## src/rtl/mac_feeder.sv

```systemverilog
// Sequencer feeding mac_acc: walks pixel chunks and weight rows per neuron, 2-cycle address-to-beat latency.
// No backpressure; a tag pipe carries per-beat flags so neuron_done lines up with mac_acc's output.
module mac_feeder #(
  parameter int DW      = 128,
  parameter int CHUNKS  = 49,
  parameter int NEURONS = 10,
  parameter int MAC_LAT = 3,
  parameter int AW_P    = 6,
  parameter int AW_W    = 9
) (
  input  logic            clk,
  input  logic            reset_n,
  input  logic            start,
  input  logic            abort,
  output logic [AW_P-1:0] pix_addr,
  output logic [AW_W-1:0] w_addr,
  input  logic [DW-1:0]   pix_rdata,
  input  logic [DW-1:0]   w_rdata,
  output logic [DW-1:0]   pixels,
  output logic [DW-1:0]   weights,
  output logic            data_vld,
  output logic            acc_clr,
  output logic            neuron_done,
  output logic [3:0]      neuron_idx,
  output logic            busy,
  output logic            done
);

  localparam int TD = MAC_LAT + 2;

  typedef enum logic [1:0] {IDLE, ISSUE, DRAIN, FIN} state_e;

  typedef struct packed {
    logic       vld;
    logic       first;
    logic       last;
    logic [3:0] n;
  } tag_t;

  state_e          state_q, state_d;
  logic [AW_P-1:0] c_q, c_d;
  logic [3:0]      n_q, n_d;
  logic [AW_W-1:0] w_q, w_d;
  tag_t            tag_q [TD];
  tag_t            tag_new;
  tag_t            tail;
  logic [DW-1:0]   pix_q, wgt_q;
  logic            issuing, last_c, last_n, fin_hit;

  assign issuing = (state_q == ISSUE);
  assign last_c  = (c_q == AW_P'(CHUNKS - 1));
  assign last_n  = (n_q == 4'(NEURONS - 1));
  assign tail    = tag_q[TD-1];
  assign fin_hit = tail.vld && tail.last && (tail.n == 4'(NEURONS - 1));

  always_ff @(posedge clk or negedge reset_n) begin
    if (!reset_n) state_q <= IDLE;
    else          state_q <= state_d;
  end

  always_comb begin
    state_d = state_q;
    if (abort) begin
      state_d = IDLE;
    end else begin
      case (state_q)
        IDLE:    if (start) state_d = ISSUE;
        ISSUE:   if (last_c && last_n) state_d = DRAIN;
        DRAIN:   if (fin_hit) state_d = FIN;
        FIN:     state_d = IDLE;
        default: state_d = IDLE;
      endcase
    end
  end

  always_comb begin
    busy        = (state_q != IDLE);
    done        = (state_q == FIN);
    data_vld    = tag_q[1].vld;
    acc_clr     = tag_q[1].vld && tag_q[1].first;
    neuron_done = tail.vld && tail.last;
    neuron_idx  = tail.n;
    pix_addr    = c_q;
    w_addr      = w_q;
    pixels      = pix_q;
    weights     = wgt_q;
  end

  // w_q runs alongside c/n so the weight row address needs no multiplier.
  always_comb begin
    c_d = c_q;
    n_d = n_q;
    w_d = w_q;
    if (abort || !issuing || (last_c && last_n)) begin
      c_d = '0;
      n_d = '0;
      w_d = '0;
    end else if (last_c) begin
      c_d = '0;
      n_d = n_q + 4'd1;
      w_d = w_q + 1'b1;
    end else begin
      c_d = c_q + 1'b1;
      w_d = w_q + 1'b1;
    end
  end

  always_comb begin
    tag_new.vld   = issuing;
    tag_new.first = (c_q == '0);
    tag_new.last  = last_c;
    tag_new.n     = n_q;
  end

  always_ff @(posedge clk or negedge reset_n) begin
    if (!reset_n) begin
      c_q <= '0;
      n_q <= '0;
      w_q <= '0;
    end else begin
      c_q <= c_d;
      n_q <= n_d;
      w_q <= w_d;
    end
  end

  // Stage 0 aligns with memory read data, stage 1 with the output beat, stage TD-1 with mac_acc's sum.
  always_ff @(posedge clk or negedge reset_n) begin
    if (!reset_n) begin
      for (int i = 0; i < TD; i++) tag_q[i] <= '0;
    end else if (abort) begin
      for (int i = 0; i < TD; i++) tag_q[i] <= '0;
    end else begin
      tag_q[0] <= tag_new;
      for (int i = 1; i < TD; i++) tag_q[i] <= tag_q[i-1];
    end
  end

  always_ff @(posedge clk or negedge reset_n) begin
    if (!reset_n) begin
      pix_q <= '0;
      wgt_q <= '0;
    end else if (tag_q[0].vld && !abort) begin
      pix_q <= pix_rdata;
      wgt_q <= w_rdata;
    end
  end

endmodule

```

## config.mk

```make
export PLATFORM = sky130hd
export DESIGN_NAME = mac_feeder
export DESIGN_NICKNAME = d
export VERILOG_FILES = /design/src/rtl/mac_feeder.sv
export SDC_FILE = /design/constraint.sdc
export NUM_CORES = 1
export LEC_CHECK = 0
export CAP_MARGIN = 5
export CORE_AREA = 3 3 211 213
export CTS_BUF_LIST = sky130_fd_sc_hd__clkbuf_8 sky130_fd_sc_hd__clkbuf_16
export CTS_CLUSTER_DIAMETER = 150
export DETAILED_ROUTE_END_ITERATION = 10
export DIE_AREA = 0 0 214 216
export PLACE_DENSITY = 0.58
export SYNTH_ARGS = -nofsm -noshare
export SYNTH_HDL_FRONTEND = slang
export SYNTH_SLANG_ARGS = --single-unit
```

## constraint.sdc

```tcl
create_clock -name clk -period 2.14 [get_ports clk]
set_input_delay 0.428 -clock clk [delete_from_list [all_inputs] [get_ports clk]]
set_output_delay 0.428 -clock clk [all_outputs]
set_load 0.01 [all_outputs]
```

==> run summary <==
status: finished, final reports clean
synth-to-layout area growth: 66.4%
worst clock skew: 0.0176 ns
initial antenna violation count: 6
flop2flop setup slack: 0.17 ns
Post-Synthesis Cells: 730
Leak: 8.05 nW
most common cell after layout, fill and taps aside: clkdlybuf4s50_1
Critical path destination: done
crit path from: state_q[0]
Synth Warn #: 0
Via density: 4.21
R2R Path Start: pix_addr[1]
Port Buffers: 539
Post-Syn Area: 11600 um^2
DRC: 0
CTS tree: done
unrepaired setup endpoints after global routing: false
CTS Buf Count: 37
GRT Overall Usage: 0.148
Critical Path End Type: output port
WP data arrival: 1.60 ns
# IOs: 540
largest net degree at the start of global routing: 57
Chip Width: 214 um
# rows: 76
CTS Sinks: 309
final hold vios: 0
Highest Clock Rate: 0.493 GHz
Clk Latency, worst-skew pair: 0.53 ns
1st-pass router iterations: 4
Post-CTS Repair Setup Buffers: 0
DP HPWL: 26.8 mm
hold crit path type: primary input to asynchronous set/reset pin
worst r2r dst: state_q[0]
Final Slew Violations: 0
most frequent cells in the layout: 537 x clkdlybuf4s50_1, 309 x dfrtp_1, 256 x mux2_2, 39 x clkbuf_16, 31 x buf_4
Async SR Flop Fraction: 1.00
leading area contributor after synthesis: dfrtp_1
final WL: 34.9 mm
Nets: 1583
ANT nets after route: 0
first-pass GRT wire length: 53.5 mm
grt ovf: 0
sequential-to-total area share from yosys stat: 0.666
initial DRC count: 308
Max Cap Viol: 0
VDD IR max: 0.658 mV
Die Y: 216 um
Setup TNS Final: 0 ns
full die area: 46200 um^2
Final min period: 2.03 ns
layout cells sized above 1: 0.269
ys flop type: dfrtp_1
Power, Total: 26.9 mW
Placeable Area: 42900 um^2
clock buffer depth: 3
vias in the first global route: 8739
CP Data Required Time: 1.71 ns
CTS Root Cell: clkbuf_16
number of synthesized flops with an enable pin: 0
starting density of the core: 0.271
PwrDens: 1390 nW/um^2
# fillers: 3899
drt wl/cell: 18.1 um
post-synthesis cell type count: 29
crit-path max FO: 3
R2R cell count: 6
largest cells by area after synthesis: dfrtp_1 67%, mux2_2 25%, nor2b_1 1.5%
final RePlAce weighted congestion: 0.785
area fraction of the dominant cell type after synthesis: 0.666
Via Count: 8106
number of setup violations in the final report: 0
Worst Tran Pin Value: 0.487 ns
syn avg cell area: 15.9 um^2
CTS H-Tree Depth: 2
Worst-path clk slew: 0.06 ns
Syn Nets: 1000
max_slew headroom: 0.671
register bit total from synthesis: 309
CP startpoint kind: flip-flop
final worst-path cycle share: 0.948
critical path type: flip-flop to output port
[area by class of cell]
cell class                 count  area (um^2)  share of cell area
clock inverter                20          229              0.0119
tap                          585          732              0.0379
clock buffer                  45         1060              0.0548
sequential                   309         7730               0.400
timing repair buffer         582         5860               0.304
inverter                      11         41.3             0.00214
multi-input combinational    372         3650               0.189
antenna                        3         7.51            0.000389
[routing by layer]
layer / global-route usage / vias to the layer above / wire length [um]
li1: - / 3693 / -
met1: 0.169 / 4007 / 13600
met2: 0.251 / 350 / 17100
met3: 0.0658 / 52 / 3340
met5: 0 / - / 26
met4: 0.0462 / 4 / 790
[through the flow]
stage / instance area [um^2] / setup WS, ns / hold slack, ns / cells / util
final: 19300 / 0.110 / 0.404 / 1927 / 0.450
after global routing: 19300 / 0.0213 / 0.398 / 1926 / 0.450
after CTS: 19300 / 0.0537 / 0.385 / 1924 / 0.450
after detailed placement: 18000 / 0.0657 / 0.378 / 1858 / 0.420
after global placement: 18000 / 0.0973 / 0.374 / 1858 / 0.420
after floorplan: 11600 / 0.187 / 0.132 / 730 / -
[kinds of logic (layout without fill, tap and decap cells)]
family          Yosys count  in the layout  synth area share
compound gates           13             13           0.00830
xor+xnor                 11             11           0.00830
fa+ha+maj                10             10            0.0108
buf+inv                  49            658            0.0198
flops                   309            309             0.666
mux                     258            258             0.250
other cells               0              3                 0
simple gates             80             80            0.0363
[cells in the mapped netlist (3+ instances only)]
| cell | count |
|---|---|
| a21oi_1 | 5 |
| buf_2 | 25 |
| buf_4 | 4 |
| clkbuf_1 | 8 |
| dfrtp_1 | 309 |
| ha_1 | 10 |
| inv_1 | 11 |
| mux2_2 | 256 |
| nand2_1 | 9 |
| nand2b_1 | 3 |
| nand3_1 | 7 |
| nor2_1 | 20 |
| nor2b_1 | 28 |
| nor3_1 | 5 |
| o21ai_0 | 4 |
| xnor2_1 | 7 |
| xor2_1 | 4 |
[power by group]
part / internal, mW / switching [mW]
combinational: 6.77 / 3.92
clock: 4.11 / 2.46
sequential: 8.35 / 1.26
[sequential cells by signal, summed over array words and instances (netlist names)]
signal and cells:
data_vld 1, n_q 4, neuron_idx 4, pix_addr 6, pixels 128, state_q 2
tag_q 27, w_addr 9, weights 128
[critical path, stage by stage, from the launching register on]
cell             delay [ns]
dfrtp_1                0.40
ha_1                   0.20
clkdlybuf4s50_1        0.47
[worst min-delay path by stage]
stage                  from           to  slack (ns)  cells after the start
floorplan           reset_n     data_vld        0.13                      0
global placement    reset_n  pixels[113]        0.37                      1
detailed placement  reset_n  pixels[113]        0.38                      1
CTS                 reset_n  pixels[113]        0.39                      2
global route        reset_n  pixels[113]        0.40                      2
finish              reset_n  pixels[113]        0.40                      2
[repair_timing]
action	CTS	global route
hold buffers	1	0
endpoints found under the hold margin	32	0
resized for setup	1	0
endpoints found under the setup margin	1	0
Power figures use the tool's default switching activity.
